## config.mk

```make
export PLATFORM = sky130hd
export DESIGN_NAME = demux_1_4_stream
export DESIGN_NICKNAME = d
export VERILOG_FILES = /design/src/rtl/demux_pkg.sv /design/src/rtl/demux_slot.sv /design/src/rtl/demux_1_4_stream.sv
export SDC_FILE = /design/constraint.sdc
export NUM_CORES = 1
export LEC_CHECK = 0
export CAP_MARGIN = 20
export CORE_MARGIN = 3
export CORE_UTILIZATION = 28
export CTS_CLUSTER_SIZE = 20
export DETAILED_ROUTE_END_ITERATION = 7
export PLACE_DENSITY = 0.54
export SYNTH_ARGS = -nofsm -noshare
export SYNTH_HDL_FRONTEND = slang
export SYNTH_SLANG_ARGS = --single-unit
export TNS_END_PERCENT = 1
```

## constraint.sdc

```tcl
create_clock -name clk -period 3.65 [get_ports clk]
set_input_delay 0.365 -clock clk [delete_from_list [all_inputs] [get_ports clk]]
set_output_delay 0.365 -clock clk [all_outputs]
set_load 0.01 [all_outputs]
```

## src/rtl/demux_pkg.sv

```systemverilog
`default_nettype none
// ============================================================================
// Module      : demux_pkg
// Description : Shared constants and types for the 1-to-4 stream demux.
// Revision    : 1.0 - initial release
// ============================================================================
package demux_pkg;

    localparam int N_CH  = 4;
    localparam int SEL_W = 2;
    localparam int CNT_W = 8;

    typedef logic [SEL_W-1:0] ch_sel_t;

    typedef enum logic [0:0] {
        SLOT_EMPTY = 1'b0,
        SLOT_FULL  = 1'b1
    } slot_state_t;

endpackage
`default_nettype wire

```

## src/rtl/demux_slot.sv

```systemverilog
`default_nettype none
// ============================================================================
// Module      : demux_slot
// Description : One-entry output slot with a wrapping transfer counter.
// Revision    : 1.0 - initial release
// ============================================================================
module demux_slot
    import demux_pkg::*;
#(
    parameter int WIDTH = 4
) (
    input  logic             clk,
    input  logic             rst,
    input  logic             load,
    input  logic [WIDTH-1:0] load_data,
    input  logic             ready,
    output logic             valid,
    output logic [WIDTH-1:0] data,
    output logic [CNT_W-1:0] count
);

    slot_state_t      r_state;
    slot_state_t      w_state_nxt;
    logic [WIDTH-1:0] r_data;
    logic [CNT_W-1:0] r_count;
    logic             w_xfer;

    always_ff @(posedge clk) begin
        if (rst) begin
            r_state <= SLOT_EMPTY;
            r_count <= '0;
        end else begin
            r_state <= w_state_nxt;
            if (w_xfer) begin
                r_count <= r_count + 1'b1;
            end
        end
    end

    // Data needs no reset: it is only observed while the slot is full.
    always_ff @(posedge clk) begin
        if (load) begin
            r_data <= load_data;
        end
    end

    always_comb begin
        w_state_nxt = r_state;
        w_xfer      = (r_state == SLOT_FULL) && ready;
        case (r_state)
            SLOT_EMPTY: if (load) w_state_nxt = SLOT_FULL;
            SLOT_FULL:  if (w_xfer && !load) w_state_nxt = SLOT_EMPTY;
            default:    w_state_nxt = SLOT_EMPTY;
        endcase
    end

    assign valid = (r_state == SLOT_FULL);
    assign data  = r_data;
    assign count = r_count;

endmodule
`default_nettype wire

```

## src/rtl/demux_1_4_stream.sv

```systemverilog
`default_nettype none
// ============================================================================
// Module      : demux_1_4_stream
// Description : Routes a valid/ready input stream to one of four buffered
//               output channels selected by in_sel.
// Revision    : 1.0 - initial release
// ============================================================================
module demux_1_4_stream
    import demux_pkg::*;
#(
    parameter int WIDTH = 4
) (
    input  logic             clk,
    input  logic             rst,
    input  logic             in_valid,
    output logic             in_ready,
    input  logic [WIDTH-1:0] in_data,
    input  ch_sel_t          in_sel,
    output logic [N_CH-1:0]  out_valid,
    input  logic [N_CH-1:0]  out_ready,
    output logic [WIDTH-1:0] out_data  [N_CH],
    output logic [CNT_W-1:0] out_count [N_CH]
);

    logic [N_CH-1:0] w_load;
    logic            w_ready;

    // Ready depends only on the selected slot, never on in_valid.
    always_comb begin
        w_ready = !out_valid[in_sel] || out_ready[in_sel];
        w_load  = '0;
        if (in_valid && w_ready) begin
            w_load[in_sel] = 1'b1;
        end
    end

    assign in_ready = w_ready;

    for (genvar i = 0; i < N_CH; i++) begin : g_slot
        demux_slot #(
            .WIDTH(WIDTH)
        ) u_slot (
            .clk      (clk),
            .rst      (rst),
            .load     (w_load[i]),
            .load_data(in_data),
            .ready    (out_ready[i]),
            .valid    (out_valid[i]),
            .data     (out_data[i]),
            .count    (out_count[i])
        );
    end

endmodule
`default_nettype wire

```

==> key figures, run 1 <==
Outcome
  – Status: finished, final reports clean

CTS
  – # H-tree levels: 2
  – Clock slew at reported path FFs: 0.09 ns
  – Post-CTS Setup Bufs: 0
  – CTS Buf Count: 5
  – CTS tree: yes
  – CTS Hold Bufs: 0
  – # clock sinks: 52
  – Root Buffer: clkbuf_8
  – Worst skew pair latency: 0.31 ns
  – Post-CTS Resized: 0
  – CTS max path bufs: 2

Logic synthesis
  – Seq/Total Area, Yosys: 56.9%
  – Mapped Nets: 222
  – Distinct cells, synth: 29
  – Largest family of logic cells by synthesized area: simple AND/OR/NAND/NOR gates
  – Avg Inst Size Synth: 10.3 sq um
  – Seq cells post-synth: 52
  – Dominant synthesized flop cell: dfxtp_1
  – Compound-Gate Fraction of Synth Area: 11.0%
  – YS warnings: 0
  – Post-synthesis mux area share: 2.14%
  – Synth Area in Simple Gates: 20.6%
  – Adder-cell share of the synthesized area: 2.37%
  – Xor and xnor area share after synthesis: 3.32%
  – Synthesized area: 0.00211 sq mm
  – EDFF count, synth: 16
  – Post-Syn Instances: 205
  – Asr flop ratio synth: 0%

Detailed routing
  – Drc violations: 0
  – Via count: 1718
  – Wire per inst: 12.7 um
  – Drt pass-1 iters: 4
  – Post-DR vias/cell: 4.64
  – Final wirelength: 4700 um
  – ANT nets after route: 0
  – DR iter-0 viols: 50

Global routing
  – M1 GR Usage: 14.9%
  – All-Layer GR Usage: 11.1%
  – Met3 Use GR: 3.66%
  – GRT busiest layer: met2
  – Vias in the first global route: 1708
  – Initial antenna violation count: 0
  – Grt total ovfl: 0
  – Grt met2 use: 17.1%
  – First-pass GRT wire length: 7900 um
  – Largest net degree at the start of global routing: 22

Pwr
  – Maximum VDD drop: 0.137 mV
  – Leak: 0.000947 uW
  – Pwr per Cell Area: 363 mW/mm^2

Die
  – Vert. Die Dim: 92.8 um
  – Die area: 0.00861 sq mm
  – Die Span X: 92.8 um
  – Initial core utilization: 28.9%
  – Core Rows: 31
  – # IOs: 66
  – Core area: 0.00729 sq mm

STA
  – Final hold violations: 0
  – Slew headroom: 44.5%
  – Unrepaired setup endpoints after global routing: false
  – Tmin final: 2.59 ns
  – Final period util: 71.0%
  – Tightest Pin Transition: 0.830 ns
  – Setup TNS: 0 ns
  – F_max: 386 MHz
  – Setup violations, final: 0
  – Fin. max-slew vios: 0
  – Final clock skew: 0.0122 ns

Layout
  – Ant diodes: 0
  – Register Area: 0.00120 sq mm
  – Share of post-route cells with drive strength above 1: 5.17%
  – Nets@finish: 287
  – Cell area after layout: 0.00296 sq mm
  – Post-Layout Cell Count: 370
  – Area of the multi-input gates: 833 sq um
  – Layout fillers: 733
  – Area grow syn2layout: 40.2%

Placed design
  – Post-DP Area: 0.00285 sq mm
  – Dpl cells: 362
  – I/O Buffers: 65
  – Hpwl dp: 3400 um
  – Gpl congestion: 0.737

Worst setup path
  – CP max FO: 6
  – Worst path most repeated cell: clkdlybuf4s50_1
  – Setup crit start: out_ready[3]
  – Crit-path max cell delay: 0.51 ns
  – Crit path DAT: 2.23 ns
  – CP cell instances: clkdlybuf4s50_1 > or2b_2 > mux4_2 > clkdlybuf4s50_1
  – Worst path required time: 3.28 ns
  – CP max-delay cell: clkdlybuf4s50_1
  – Setup CP Type: in2out
  – CP Capture Type: primary output
  – Reg2reg start: g_slot[1].u_slot.valid
  – CP Launch Type: primary input

Worst hold path
  – HP Class: reg2reg
  – HP Start: g_slot[3].u_slot.count[7]

Flow run
  – Maxcap violations: 0
-- worst paths after layout --
path                                                  end  slack, ns  cells past startpoint
worst max register to register  g_slot[1].u_slot.count[7]       2.20                      3
worst min-delay path            g_slot[3].u_slot.count[7]       0.49                      2
worst max-delay path                             in_ready       1.06                      4
worst min register to register  g_slot[3].u_slot.count[7]       0.49                      2
-- through the flow --
| step | util, % | power (uW) | hold WS [ns] | worst slack (ns) |
|---|---|---|---|---|
| final | 40.6 | 1070 | 0.486 | 1.06 |
| after global routing | 40.6 | 1120 | 0.528 | 1.01 |
| after CTS | 40.6 | 1090 | 0.494 | 1.05 |
| after detailed placement | 39.0 | 684 | 0.479 | 1.05 |
| after global placement | 39.0 | 684 | 0.462 | 1.08 |
| after floorplan | - | 645 | 0.464 | 2.07 |
-- per-layer routing --
metal	wire, um	vias up
met4	50	0
met1	2330	794
met3	341	7
met5	0	-
li1	-	869
met2	1980	48
-- cell usage after synthesis (all sizes together), types with 3 or more instances --
library cell | number | share of area, %
nor2 | 10 | 1.8
inv | 8 | 1.4
nand4 | 9 | 3.0
xor2 | 4 | 1.7
ha | 4 | 2.4
xnor2 | 4 | 1.7
dfxtp | 36 | 34
a21oi | 26 | 6.2
o21ai | 13 | 3.1
clkbuf | 4 | 0.71
nor2b | 5 | 1.5
nand2b | 3 | 0.89
nand3 | 13 | 3.1
o31ai | 5 | 1.8
or3 | 13 | 3.9
nand2 | 13 | 2.3
buf | 4 | 1.4
or4 | 5 | 1.8
edfxtp | 16 | 23
-- layout make-up --
cell class	count	area share, %
Clock buffer	6	2.45
Clock inverter	2	1.31
Inverter	8	1.02
Multi-Input combinational cell	137	28.2
Sequential cell	52	40.6
Tap cell	99	4.19
Timing Repair Buffer	66	22.3
-- registers in the layout, summed over array words and instances (netlist names) --
signal               flops
g_slot.u_slot.count     32
g_slot.u_slot.data      16
g_slot.u_slot.valid      4
-- layout by cell type (no fill, tap or decap), types with 8 or more instances in the layout --
cell,Yosys,layout
or3_1,12,12
nor2_1,10,10
o21ai_0,13,13
nand4_1,8,8
nand2_1,13,13
dfxtp_1,36,36
edfxtp_1,16,16
nand3_1,13,13
inv_1,8,8
clkdlybuf4s50_1,0,65
a21oi_1,26,26
-- worst max-delay path: cells and delay by family --
kind	cells	cell delay (ns)
buffers and inverters	2	1.02
multiplexers	1	0.48
AND/OR/NAND/NOR	1	0.36
-- kinds of logic after synthesis --
| kind of cell | after synthesis |
|---|---|
| DFF | 52 |
| and+or+nand+nor | 78 |
| xor gates and xnor gates | 8 |
| muxes | 3 |
| AOI/OAI and AO/OA | 44 |
| adders and majority gates | 4 |
| buffers and inverters | 16 |
-- power by group --
part / internal, uW / leakage [uW] / switching (uW) / total [uW]
Combinational: 31.3 / 0.000453 / 29.0 / 60.3
Sequential: 604 / 0.000437 / 5.64 / 609
Clock: 207 / 0.0000558 / 196 / 403
Power figures use the tool's default switching activity.
==> run 2, diff against run 1 <==
--- a/config.mk
+++ b/config.mk
@@ -10,7 +10,7 @@
 export CORE_UTILIZATION = 28
 export CTS_CLUSTER_SIZE = 20
 export DETAILED_ROUTE_END_ITERATION = 7
-export PLACE_DENSITY = 0.54
+export PLACE_DENSITY = 0.56
 export SYNTH_ARGS = -nofsm -noshare
 export SYNTH_HDL_FRONTEND = slang
 export SYNTH_SLANG_ARGS = --single-unit
==> constraint.sdc (replaced) <==
create_clock -name clk -period 2.3 [get_ports clk]
set_input_delay 0.23 -clock clk [delete_from_list [all_inputs] [get_ports clk]]
set_output_delay 0.23 -clock clk [all_outputs]
set_load 0.01 [all_outputs]
==> run 2 against run 1 <==
Compared with the run above:
- sequential power grew 59%
- sequential cell count unchanged
- global-route usage down 0.32 points
- core utilization increased by 0.55 points
- via count up 0.41%
- total power is 61% higher
- largest cell class unchanged
- highest routed layer unchanged
==> key figures, run 2 (synthesis gave the netlist of run 1 again) <==
Outcome
  – Status: finished, final reports clean

Worst setup path
  – Worst r2r dst: g_slot[1].u_slot.count[7]
  – CP Launch Type: primary input
  – CP Capture Type: primary output
  – Crit path DAT: 1.97 ns
  – R2R Setup Slk: 0.88 ns
  – CP max FO: 3
  – Worst path required time: 2.07 ns
  – R2R depth: 3
  – Setup CP Type: in2out
  – Reg2reg start: g_slot[1].u_slot.valid

STA
  – Fin. max-slew vios: 0
  – Setup TNS: 0 ns
  – F_max: 454 MHz
  – Final clock skew: 0.00955 ns
  – Final period util: 95.8%
  – Tightest Pin Transition: 0.442 ns
  – Unrepaired setup endpoints after global routing: false
  – Final hold violations: 0
  – Tmin final: 2.20 ns
  – Slew headroom: 70.4%
  – Setup violations, final: 0

Die
  – Vert. Die Dim: 92.8 um
  – Die Span X: 92.8 um
  – Core Rows: 31
  – Core area: 0.00729 sq mm
  – # IOs: 66
  – Die area: 0.00861 sq mm
  – Initial core utilization: 28.9%

Pwr
  – Leak: 0.000972 uW
  – Pwr per Cell Area: 577 mW/mm^2
  – Maximum VDD drop: 0.200 mV

Flow run
  – Maxcap violations: 0

Placed design
  – I/O Buffers: 65
  – Post-DP Area: 0.00288 sq mm
  – Hpwl dp: 3410 um
  – Gpl congestion: 0.724

Global routing
  – First-pass GRT wire length: 7580 um
  – Initial antenna violation count: 0
  – All-Layer GR Usage: 10.8%
  – Largest net degree at the start of global routing: 35
  – Vias in the first global route: 1627
  – Grt total ovfl: 0

CTS
  – # clock sinks: 52
  – Clock slew at reported path FFs: 0.09 ns
  – CTS tree: yes
  – Worst skew pair latency: 0.31 ns
  – CTS max path bufs: 2
  – CTS Buf Count: 5
  – Root Buffer: clkbuf_8
  – Post-CTS Setup Bufs: 0
  – CTS Hold Bufs: 0
  – Post-CTS Resized: 0
  – # H-tree levels: 2

Layout
  – Commonest non-fill, non-tap cell in the layout: clkdlybuf4s50_1
  – Largest register FFs: 32
  – Commonest non-fill, non-tap cells in the layout: clkdlybuf4s50_1, dfxtp_1, a21oi_1, edfxtp_1
  – Ant diodes: 0
  – Nets@finish: 291
  – Area grow syn2layout: 42.1%
  – Cell area after layout: 0.00300 sq mm
  – Share of post-route cells with drive strength above 1: 6.91%

Worst hold path
  – Hold worst-path end: g_slot[3].u_slot.count[7]
  – HP Class: reg2reg
  – Hold Path Stages: 2
  – HP Start: g_slot[3].u_slot.count[7]

Detailed routing
  – Drc violations: 0
  – Drt pass-1 iters: 4
  – Wire per inst: 12.5 um
  – Post-DR vias/cell: 4.61
  – DR iter-0 viols: 50
  – ANT nets after route: 0
  – Via count: 1725
  – Final wirelength: 4670 um
## run 2: cell count changes in the layout (fill, tap and decap cells not counted), sizes merged
cell	change
clkinv	+1
buf	+4
inv	-1
## run 2: worst max path at each step
stage | startpoint | endpoint | slack (ns) | depth (start not counted)
6_report | out_ready[3] | in_ready | 0.1 | 4
5_1_grt | g_slot[0].u_slot.valid | in_ready | 0.04 | 3
2_1_floorplan | g_slot[3].u_slot.valid | in_ready | 0.86 | 2
3_3_place_gp | out_ready[3] | in_ready | 0.08 | 4
3_5_place_dp | out_ready[3] | in_ready | 0.09 | 4
4_1_cts | g_slot[0].u_slot.valid | in_ready | 0.09 | 3
## run 2: routing by layer
| layer | vias up | share of wire, % | global-route usage [%] | wire length (um) |
|---|---|---|---|---|
| li1 | 884 | - | - | - |
| met1 | 786 | 48 | 13.9 | 2240 |
| met2 | 50 | 45 | 17.7 | 2110 |
| met3 | 5 | 5.8 | 2.68 | 272 |
| met4 | 0 | 0.92 | 3.66 | 43 |
| met5 | - | 0 | 0 | 0 |
## run 2: final cells by class
class,count,area [sq um]
clock buffers,6,82.6
clock inverters,2,38.8
fillers,749,4290
inverters,8,30.0
multi-input cells,137,833
flip-flops and latches,52,1200
well taps,99,124
repair buffers,70,688
## run 2: through the flow
step                util [%]  setup WS [ns]  instances  total power [uW]  hold WS (ns)
CTS                     41.1         0.0851        374              1760         0.494
finish                  41.1         0.0967        374              1730         0.489
floorplan                  -          0.856        205              1020         0.329
detailed placement      39.4         0.0926        366              1090         0.480
global placement        39.4         0.0835        366              1090         0.461
global route            41.1         0.0445        374              1810         0.527
## run 2: where the power goes
group          internal [uW]  total [uW]  switching, uW
sequential               958         966           8.05
combinational           53.6         101           47.7
clock                    356         663            307
## run 2: critical path: stages
cell	delay [ns]
clkdlybuf4s50_1	0.44
or2b_2	0.32
mux4_2	0.47
clkdlybuf4s50_1	0.51
==> run 3, diff against run 2 <==
--- a/config.mk
+++ b/config.mk
@@ -7,10 +7,10 @@
 export LEC_CHECK = 0
 export CAP_MARGIN = 20
 export CORE_MARGIN = 3
-export CORE_UTILIZATION = 28
+export CORE_UTILIZATION = 41
 export CTS_CLUSTER_SIZE = 20
 export DETAILED_ROUTE_END_ITERATION = 7
-export PLACE_DENSITY = 0.56
+export PLACE_DENSITY = 0.76
 export SYNTH_ARGS = -nofsm -noshare
 export SYNTH_HDL_FRONTEND = slang
 export SYNTH_SLANG_ARGS = --single-unit
==> run 3 against run 2 <==
Compared with the run above:
- sequential share of layout area rose by 0.78 points
- routed wire length is 1.6% lower
- sequential power barely moved
- register-to-register slack about the same
- worst setup slack lost 0.014 ns
- fmax is 0.61% lower
- largest power group unchanged
==> key figures, run 3 (synthesis gave the netlist of run 1 again) <==
CTS
  – Clock slew at reported path FFs: 0.09 ns
  – Post-CTS Resized: 0
  – Worst skew pair latency: 0.30 ns
  – # clock sinks: 52
  – Post-CTS Setup Bufs: 0
  – Root Buffer: clkbuf_8
  – CTS Hold Bufs: 0
  – # H-tree levels: 2
  – CTS tree: yes
  – CTS Buf Count: 5
  – CTS max path bufs: 2

Layout
  – Layout fillers: 421
  – Nets@finish: 290
  – Final core utilization: 60.6%
  – Commonest non-fill, non-tap cells in the layout: clkdlybuf4s50_1, dfxtp_1, a21oi_1, edfxtp_1
  – Ant diodes: 0
  – Commonest non-fill, non-tap cell in the layout: clkdlybuf4s50_1
  – Area of the multi-input gates: 833 sq um
  – Post-Layout Cell Count: 341
  – Register Area: 0.00120 sq mm
  – Area grow syn2layout: 39.4%
  – Share of post-route cells with drive strength above 1: 6.57%
  – Largest register FFs: 32

STA
  – Setup TNS: 0 ns
  – Setup violations, final: 0
  – Unrepaired setup endpoints after global routing: false
  – F_max: 451 MHz
  – Slew headroom: 60.1%
  – Final period util: 96.4%
  – Hold slack: 0.482 ns
  – Final clock skew: 0.00563 ns
  – Tmin final: 2.22 ns
  – Tightest Pin Transition: 0.597 ns
  – Final hold violations: 0
  – Fin. max-slew vios: 0

Worst setup path
  – Crit path DAT: 1.99 ns
  – Reg2reg start: g_slot[1].u_slot.valid
  – CP max FO: 6
  – CP Capture Type: primary output
  – R2R depth: 3
  – Worst path required time: 2.07 ns
  – Cell family with the largest share of critical-path delay: buffers and inverters
  – Worst r2r dst: g_slot[1].u_slot.count[7]
  – CP Launch Type: flip-flop
  – CP max-delay cell: clkdlybuf4s50_1
  – Worst path bufs/invs: 1
  – CP cell instances: or2b_1 > mux4_2 > clkdlybuf4s50_1
  – Crit-path max cell delay: 0.51 ns
  – R2R Setup Slk: 0.87 ns
  – Setup CP Type: reg2out

Die
  – # IOs: 66
  – Die Span X: 77.7 um
  – Core area: 0.00485 sq mm
  – Core Rows: 25
  – Initial core utilization: 43.5%
  – Die area: 0.00604 sq mm
  – Vert. Die Dim: 77.7 um

Pwr
  – Maximum VDD drop: 0.369 mV
  – Leak: 0.000960 uW
  – Pwr per Cell Area: 572 mW/mm^2

Detailed routing
  – Drt pass-1 iters: 4
  – Final wirelength: 4600 um
  – Wire per inst: 13.5 um
  – ANT nets after route: 0
  – DR iter-0 viols: 72
  – Drc violations: 0
  – Via count: 1719
  – Post-DR vias/cell: 5.04

Worst hold path
  – Hold worst-path end: g_slot[0].u_slot.count[7]
  – Hold Path Stages: 2
  – HP Class: reg2reg
  – HP Start: g_slot[0].u_slot.count[7]

Global routing
  – Grt total ovfl: 0
  – First-pass GRT wire length: 7640 um
  – Largest net degree at the start of global routing: 24
  – Initial antenna violation count: 0
  – All-Layer GR Usage: 15.8%
  – Vias in the first global route: 1626

Placed design
  – Gpl congestion: 0.714
  – I/O Buffers: 65
  – Hpwl dp: 3380 um
  – Dpl cells: 333

Outcome
  – Status: finished, final reports clean

Flow run
  – Maxcap violations: 0
run 3: cell count changes in the layout (fill, tap and decap cells not counted):
| cell | previous run | this run |
|---|---|---|
| buf_4 | 5 | 4 |
| clkinv_2 | 0 | 1 |
| clkbuf_8 | 6 | 5 |
| clkinv_4 | 1 | 0 |
| clkinvlp_4 | 0 | 1 |
run 3: final cells by class:
| class | count | area share (%) |
|---|---|---|
| clock buffer | 5 | 2.34 |
| clock inverter | 3 | 1.45 |
| inverter | 8 | 1.02 |
| multi-input combinational | 137 | 28.3 |
| sequential | 52 | 40.9 |
| tap | 67 | 2.85 |
| timing repair buffer | 69 | 23.1 |
run 3: through the flow:
stage,power [uW],area (sq um),setup WS [ns]
2_1_floorplan,1020,2110,0.856
3_3_place_gp,1090,2830,0.110
3_5_place_dp,1090,2830,0.0957
4_1_cts,1700,2940,0.0689
5_1_grt,1750,2940,0.00521
6_report,1680,2940,0.0831
run 3: worst register-to-register path: stages (launching register included):
cell and delay (ns):
dfxtp_1 0.45, nand4_1 0.22, nor4_1 0.29, mux2_2 0.37
run 3: routing by layer:
| metal | track usage (%) | vias up | wire length [um] |
|---|---|---|---|
| li1 | - | 875 | - |
| met1 | 19.6 | 791 | 2060 |
| met2 | 26.7 | 47 | 2280 |
| met3 | 4.41 | 6 | 211 |
| met4 | 4.27 | 0 | 47 |
| met5 | 0 | - | 0 |
run 3: worst max-delay path by stage:
stage                     cells after the start                    from  endpoint  slack, ns
after floorplan                               2  g_slot[3].u_slot.valid  in_ready       0.86
after detailed placement                      4            out_ready[3]  in_ready        0.1
after global routing                          3  g_slot[0].u_slot.valid  in_ready      0.005
after CTS                                     3  g_slot[0].u_slot.valid  in_ready       0.07
final                                         3  g_slot[0].u_slot.valid  in_ready       0.08
after global placement                        4            out_ready[3]  in_ready       0.11
run 3: power breakdown:
part	internal, uW	switching, uW	leakage, uW
combinational	52.6	47.6	0.000468
sequential	958	8.40	0.000437
clock	322	294	0.0000541
total	1330	351	0.000960
